===== src/rtl/data_compare_seq_if.sv =====
// Start/done handshake bundle for the multi-cycle wide magnitude comparator.
interface data_compare_seq_if #(
    parameter int unsigned WIDTH = 16
);
    logic             start;
    logic [WIDTH-1:0] a;
    logic [WIDTH-1:0] b;
    logic [2:0]       comp;  // cascade input {gt_in, eq_in, lt_in}
    logic [2:0]       o;     // result {gt, eq, lt}
    logic             done;
    logic             busy;

    modport master (
        output start, a, b, comp,
        input  o, done, busy
    );

    modport slave (
        input  start, a, b, comp,
        output o, done, busy
    );
endinterface


===== src/rtl/data_compare_seq.sv =====
// Multi-cycle WIDTH-bit magnitude comparator: walks CHUNK-bit slices MSB first,
// exits on the first unequal slice, falls back to the cascade input when all equal.
module data_compare_seq #(
    parameter int unsigned WIDTH  = 16,
    parameter int unsigned CHUNK  = 4,
    parameter bit          SIGNED = 1'b0
) (
    input logic               clk,
    input logic               rst_n,
    data_compare_seq_if.slave bus_io
);
    localparam int unsigned N    = WIDTH / CHUNK;
    localparam int unsigned IdxW = (N > 1) ? $clog2(N) : 1;
    localparam logic [IdxW-1:0] LastIdx = IdxW'(N - 1);

    // Flipping the sign bit maps two's-complement onto offset binary, so the
    // same unsigned slice compare works for both modes.
    localparam logic [WIDTH-1:0] SignMask =
        SIGNED ? {1'b1, {(WIDTH-1){1'b0}}} : '0;

    typedef enum logic [0:0] {StIdle, StCmp} state_e;

    state_e           state_q, state_d;
    logic [IdxW-1:0]  idx_q, idx_d;
    logic [WIDTH-1:0] a_q, b_q;
    logic [2:0]       comp_q;
    logic [2:0]       o_q, o_d;
    logic             done_q, done_d;
    logic             load;
    logic [CHUNK-1:0] a_slice, b_slice;
    logic [2:0]       cascade;

    // Select the current slice, MSB slice at idx 0.
    always_comb begin
        a_slice = a_q[(WIDTH - 1) - (int'(idx_q) * CHUNK) -: CHUNK];
        b_slice = b_q[(WIDTH - 1) - (int'(idx_q) * CHUNK) -: CHUNK];
    end

    // Cascade decode with priority eq > gt > lt; keeps the result one-hot.
    always_comb begin
        cascade = 3'b000;
        if (comp_q[1]) begin
            cascade = 3'b010;
        end else if (comp_q[2]) begin
            cascade = 3'b100;
        end else if (comp_q[0]) begin
            cascade = 3'b001;
        end
    end

    // Next-state, slice stepping and result selection.
    always_comb begin
        state_d = state_q;
        idx_d   = idx_q;
        o_d     = o_q;
        done_d  = 1'b0;
        load    = 1'b0;
        unique case (state_q)
            StIdle: begin
                if (bus_io.start) begin
                    load    = 1'b1;
                    idx_d   = '0;
                    state_d = StCmp;
                end
            end
            StCmp: begin
                if (a_slice != b_slice) begin
                    o_d     = (a_slice > b_slice) ? 3'b100 : 3'b001;
                    done_d  = 1'b1;
                    state_d = StIdle;
                end else if (idx_q == LastIdx) begin
                    o_d     = cascade;
                    done_d  = 1'b1;
                    state_d = StIdle;
                end else begin
                    idx_d = idx_q + IdxW'(1);
                end
            end
            default: state_d = StIdle;
        endcase
    end

    // Control and result registers.
    always_ff @(posedge clk or negedge rst_n) begin
        if (!rst_n) begin
            state_q <= StIdle;
            idx_q   <= '0;
            o_q     <= 3'b000;
            done_q  <= 1'b0;
        end else begin
            state_q <= state_d;
            idx_q   <= idx_d;
            o_q     <= o_d;
            done_q  <= done_d;
        end
    end

    // Operand capture at start acceptance.
    always_ff @(posedge clk or negedge rst_n) begin
        if (!rst_n) begin
            a_q    <= '0;
            b_q    <= '0;
            comp_q <= 3'b000;
        end else if (load) begin
            a_q    <= bus_io.a ^ SignMask;
            b_q    <= bus_io.b ^ SignMask;
            comp_q <= bus_io.comp;
        end
    end

    assign bus_io.o    = o_q;
    assign bus_io.done = done_q;
    assign bus_io.busy = (state_q == StCmp);
endmodule


===== src/flat_wrapper.sv =====
// flat-port wrapper written by rule: the top's interface ports become plain ports
module data_compare_seq_flat 
#(
    parameter int unsigned WIDTH  = 16,
    parameter int unsigned CHUNK  = 4,
    parameter bit          SIGNED = 1'b0
)
  (clk, rst_n, bus_io_start, bus_io_a, bus_io_b, bus_io_comp, bus_io_o, bus_io_done, bus_io_busy);
  data_compare_seq_if #(.WIDTH(WIDTH)) bus_io_i ();
  input logic clk;
  input logic rst_n;
  input wire logic [$bits(bus_io_i.start)-1:0] bus_io_start;
  input wire logic [$bits(bus_io_i.a)-1:0] bus_io_a;
  input wire logic [$bits(bus_io_i.b)-1:0] bus_io_b;
  input wire logic [$bits(bus_io_i.comp)-1:0] bus_io_comp;
  output wire logic [$bits(bus_io_i.o)-1:0] bus_io_o;
  output wire logic [$bits(bus_io_i.done)-1:0] bus_io_done;
  output wire logic [$bits(bus_io_i.busy)-1:0] bus_io_busy;
  assign bus_io_i.start = bus_io_start;
  assign bus_io_i.a = bus_io_a;
  assign bus_io_i.b = bus_io_b;
  assign bus_io_i.comp = bus_io_comp;
  assign bus_io_o = bus_io_i.o;
  assign bus_io_done = bus_io_i.done;
  assign bus_io_busy = bus_io_i.busy;
  data_compare_seq #(.WIDTH(WIDTH), .CHUNK(CHUNK), .SIGNED(SIGNED)) u_core (.clk(clk), .rst_n(rst_n), .bus_io(bus_io_i));
endmodule

===== config.mk =====
export PLATFORM = sky130hd
export DESIGN_NAME = data_compare_seq_flat
export DESIGN_NICKNAME = d
export VERILOG_FILES = /design/src/rtl/data_compare_seq_if.sv /design/src/rtl/data_compare_seq.sv /design/src/flat_wrapper.sv
export SDC_FILE = /design/constraint.sdc
export NUM_CORES = 1
export LEC_CHECK = 0
export CAP_MARGIN = 20
export CORE_ASPECT_RATIO = 1.4
export CORE_MARGIN = 3
export CORE_UTILIZATION = 48
export CTS_CLUSTER_DIAMETER = 50
export CTS_CLUSTER_SIZE = 8
export DETAILED_ROUTE_END_ITERATION = 7
export GPL_ROUTABILITY_DRIVEN = 0
export PLACE_DENSITY = 0.74
export SETUP_SLACK_MARGIN = 0.02
export SYNTH_ARGS = -nofsm -noshare
export SYNTH_HDL_FRONTEND = slang
export SYNTH_SLANG_ARGS = --single-unit

===== constraint.sdc =====
create_clock -name clk -period 2.51 [get_ports clk]
set_input_delay 0.3765 -clock clk [delete_from_list [all_inputs] [get_ports clk]]
set_output_delay 0.3765 -clock clk [all_outputs]
set_load 0.05 [all_outputs]

* Word level (Yosys, flattened, before mapping) *
Index checks and enable logic that the tools add are counted.

storage, ports and cells
  bits in registers = 42
  latch bits = 0
  RAM bits = 0
  bits in read-only memories = 0
  input bits = 38
  output and inout port bits = 5
  memories = 0

operators by class
  add/sub/neg operators = 2
  multiply operators = 0
  divide/modulo/power cells = 0
  magnitude comparators = 1
  equality and inequality tests = 5
  shifts and indexed selects = 2
  muxes and demuxes = 18
  bitwise logic cells = 1
  reduce and logical (&&, ||, !) cells = 3

operator list
  kind                                                                count
  19-bit by 33-bit variable part select with 4-bit output             2
  3-bit two-way mux                                                   5
  1-bit two-way mux                                                   8
  2-bit two-way mux                                                   3
  2-bit != test (second input constant)                               3
  4-bit by 4-bit subtractor with 5-bit output (first input constant)  1
  4-bit > comparator                                                  1
  4-bit != test                                                       1
  2-bit case mux with 2 select lines                                  1
  3-bit AND reduction                                                 1
  2-bit by 1-bit adder with 2-bit output (second input constant)      1
  2-bit == test (second input constant)                               1
  1-bit case mux with 2 select lines                                  1
  2-bit AND reduction                                                 1
  2-bit nonzero test                                                  1
  1-bit NOT                                                           1

* Depth between registers and ports, before layout *
  depth after elaboration = 5
  gate-level depth with buffers = 8
  mapped depth without buffers = 7

* Least setup slack after synthesis *
OpenSTA, ideal clock, no wires.

  kind = reg2reg
  start = register u_core.idx_q[0]
  end = register u_core.idx_q[0]
  library setup time = 0.131 ns
  arrival time = 2.107 ns
  data required time = 2.379 ns
  setup slack = 0.271 ns
  cell stages (with the launch flop) = 8
  path buffers = 1
  clock period less this slack = 2.239 ns
  cells stage by stage = dfrtp_1 > buf_2 > mux4_2 > ha_1 > nand4_2 > or3b_4 > nand2b_2 > mux2i_1

between the ends
  word-level cells in the longest chain between the ends = 5

ends and longest elaborated chain
  item                                                                        line                                            source
  from (decl)                                                                 data_compare_seq.sv:24                          logic [IdxW-1:0] idx_q, idx_d;
  from (signal assigned)                                                      data_compare_seq.sv:92                          idx_q <= idx_d;
  4-bit by 4-bit subtractor with 5-bit output                                 data_compare_seq.sv:35, data_compare_seq.sv:36
  19-bit by 33-bit variable part select with 4-bit output (on tied branches)  data_compare_seq.sv:35, data_compare_seq.sv:36
  4-bit != test                                                               data_compare_seq.sv:67                          if (a_slice != b_slice) begin
  2-bit != test (no line)                                                     -
  3-bit AND reduction (no line)                                               -

Several ways; a longest one is shown, not always the timed one. The select of a mux whose other input is x is not followed.
A chain may end at the register's enable or synchronous reset.

* Worst setup path in the final report *
Ends and elaborated chain as after synthesis.

==> run summary <==
Status: completed
Critical path class: reg -> reg
FF-to-FF Start: u_core.idx_q[0]
R2R setup slack: 0.14 ns
Worst setup EP type: flip-flop
Grt ovf: 0
Cells after synthesis: 125
Peak supply drop: 0.798 mV
First-pass GRT wire length: 5710 um
Port Buffers: 42
Slew Viols, Final: 0
CTS Buffer Depth: 2
Least-Margin Pin Slew: 0.911 ns
CTS sink count: 42
Final ANT Viol Nets: 0
Period utilization: 0.942
Cts hold-fix bufs: 0
Cell Pwr Density: 1050 nW/um^2
Net Count, Synth: 168
CP Cell Sequence: buf_4 > mux4_2 > ha_1 > nand4_2 > or3b_4 > nand2b_2 > mux2i_1
Initial core utilization: 0.509
Min-delay worst type: in -> async
Fmax: 423 MHz
Relative slew slack: 0.393
ANT cells: 0
Worst Skew: 0.00558 ns
Clock root buffer: clkbuf_8
Final worst slack: 0.145 ns
Via density: 5.39
Largest net degree at the start of global routing: 43
Resize count post-CTS: 0
CTS tree: built
# DRC: 0
Worst Path Max Fanout: 5
Nets: 214
Via count: 1154
Post-Route WL: 3500 um
Bufs and invs on worst path: 1
Core area: 3740 um^2
Fin crit period: 2.37 ns
Final hold vios: 0
Die Area: 4770 um^2
Mapped cell area: 1900 um^2
First drt pass iteration count: 5
H-tree depth: 2
Yosys warnings: 0
Post-CTS setup buffers: 0
Top-Level Pins: 43
Sequential Power Share: 0.412
Clock slew at reported path FFs: 0.08 ns
P_sw: 862 uW
CP max stage cell: mux4_2
CP Data Required Time: 2.69 ns
Critical Path Start Type: flip-flop
Die Ht: 80.5 um
CTS buffer count: 5
Worst-Skew Late Latency: 0.29 ns
Place WS: 0.111 ns
Syn Area/Cell: 15.2 um^2
Area Growth Syn to Fin: 29.7%
Hold_ws: 0.211 ns
Flops & latches, synth: 42
Clock power share: 0.170
Final setup violation count: 0
Detailed router's first-iteration violation count: 38
Die width: 59.2 um
Share of post-route cells with drive strength above 1: 0.343
FP Rows: 26
Max-cap violations: 0
FF-to-FF End: u_core.idx_q[0]
DP HPWL: 2730 um
Worst r2r path cells: 7
Setup crit start: u_core.idx_q[0]
Vias in the first global route: 1274
Post-synth cell types: 26
RSZ-0062 raised after global routing: yes
Internal Dissipation: 1.74 mW
Arrival @ worst endpoint: 2.55 ns
GRT Overall Usage: 0.165
Crit path max-delay family: simple AND/OR/NAND/NOR gates
Combinational fraction of design power: 0.418
Setup_tns: 0 ns
Critical Path Stages: 7
Leak: 1.03 nW
Initial antenna violation count: 0
Sequential area share after synthesis: 0.552
WL per Instance: 16.4 um
Crit path largest cell delay: 0.52 ns
Crit path to: u_core.idx_q[0]
Switching share of total power: 0.331
per-stage QoR:
step | instance area, um^2 | cells | power (mW) | util
floorplan | 1900 | 125 | 1.86 | -
global placement | 2370 | 206 | 2.14 | 0.633
detailed placement | 2370 | 206 | 2.19 | 0.633
CTS | 2460 | 214 | 2.64 | 0.659
global route | 2470 | 214 | 2.78 | 0.660
finish | 2470 | 214 | 2.60 | 0.660
per-layer routing:
layer,vias up,track usage,part of all wire
met5,-,0,0
met4,0,0.0680,0.017
met3,6,0.0450,0.045
met2,29,0.295,0.56
met1,573,0.176,0.38
li1,546,-,-
Yosys cell counts, drive strengths merged:
| master | number | area share |
|---|---|---|
| mux2 | 34 | 0.20 |
| inv | 8 | 0.016 |
| o31ai | 2 | 0.0079 |
| nand3b | 1 | 0.0039 |
| nor3 | 1 | 0.0026 |
| nor2b | 1 | 0.0033 |
| mux2i | 1 | 0.0053 |
| nand2b | 2 | 0.0079 |
| a21oi | 1 | 0.0026 |
| dfrtp | 42 | 0.55 |
| nand2 | 3 | 0.0059 |
| nor4b | 1 | 0.0046 |
| o2bb2ai | 1 | 0.0046 |
| clkbuf | 1 | 0.0020 |
| mux4 | 8 | 0.095 |
| or3b | 1 | 0.0059 |
| o21ai | 4 | 0.011 |
| o21a | 1 | 0.0039 |
| ha | 5 | 0.033 |
| nand4 | 1 | 0.0066 |
| buf | 5 | 0.021 |
| o31a | 1 | 0.0046 |
cells in the final DEF, fill, tap and decap left out:
cell type / count
clkdlybuf4s50_1: 41
mux2i_1: 1
o21ai_0: 2
buf_2: 1
nand2b_1: 1
mux4_2: 8
o2bb2ai_1: 1
nand2_1: 3
clkinv_2: 1
o31ai_1: 2
a21oi_1: 1
inv_1: 8
or3b_4: 1
nor2b_4: 1
o21ai_2: 1
mux2_2: 34
nand4_2: 1
nor3_1: 1
o21a_1: 1
clkbuf_8: 6
buf_12: 1
o31a_1: 1
buf_4: 2
clkinvlp_4: 1
o21ai_1: 1
nor4b_1: 1
ha_1: 5
dfrtp_1: 42
nand3b_1: 1
nand2b_2: 1
flip-flops by register name, indices dropped and copies added, names as in the netlist:
signal              count
u_core.comp_q           3
u_core.b_q             16
u_core.idx_q            2
u_core.a_q             16
u_core.bus_io.busy      1
u_core.bus_io.o         3
u_core.bus_io.done      1
how the worst min path moves through the flow:
stage	from	to	slack [ns]	cells after the start
global placement	u_core.bus_io.o[2]	u_core.bus_io.o[2]	0.46	2
finish	rst_n	u_core.a_q[13]	0.21	1
global route	rst_n	u_core.a_q[13]	0.27	1
CTS	rst_n	u_core.a_q[13]	0.23	1
floorplan	rst_n	u_core.a_q[0]	0.08	0
detailed placement	u_core.bus_io.o[2]	u_core.bus_io.o[2]	0.49	2
cell type report:
cell class / count / area, um^2
tap: 42 / 52.6
fill: 295 / 1270
inverter: 8 / 30.0
timing repair buffer: 45 / 450
clock buffer: 6 / 82.6
sequential: 42 / 1050
multi-input combinational: 69 / 790
clock inverter: 2 / 12.5
worst register-to-register path: stages, from the launching register on:
cell and delay, ns:
dfrtp_1 0.44, buf_4 0.19, mux4_2 0.52, ha_1 0.34, nand4_2 0.17, or3b_4 0.43
nand2b_2 0.09, mux2i_1 0.07
power by group through the flow:
stage | Combinational (mW) | Clock, mW | Sequential [mW]
after CTS | 1.10 | 0.458 | 1.08
after detailed placement | 1.10 | 0 | 1.09
after global routing | 1.20 | 0.480 | 1.10
final | 1.09 | 0.443 | 1.07
after global placement | 1.06 | 0 | 1.08
after floorplan | 0.727 | 0 | 1.13
cells by family (layout without fill, tap and decap cells):
family / after synthesis / count (layout) / synth area share
and+or+nand+nor: 11 / 11 / 0.0408
adders and majority gates: 5 / 5 / 0.0329
buffers and inverters: 14 / 61 / 0.0388
DFF: 42 / 42 / 0.552
AOI/OAI and AO/OA: 10 / 10 / 0.0342
muxes: 43 / 43 / 0.301
(Power assumes the default switching activity.)
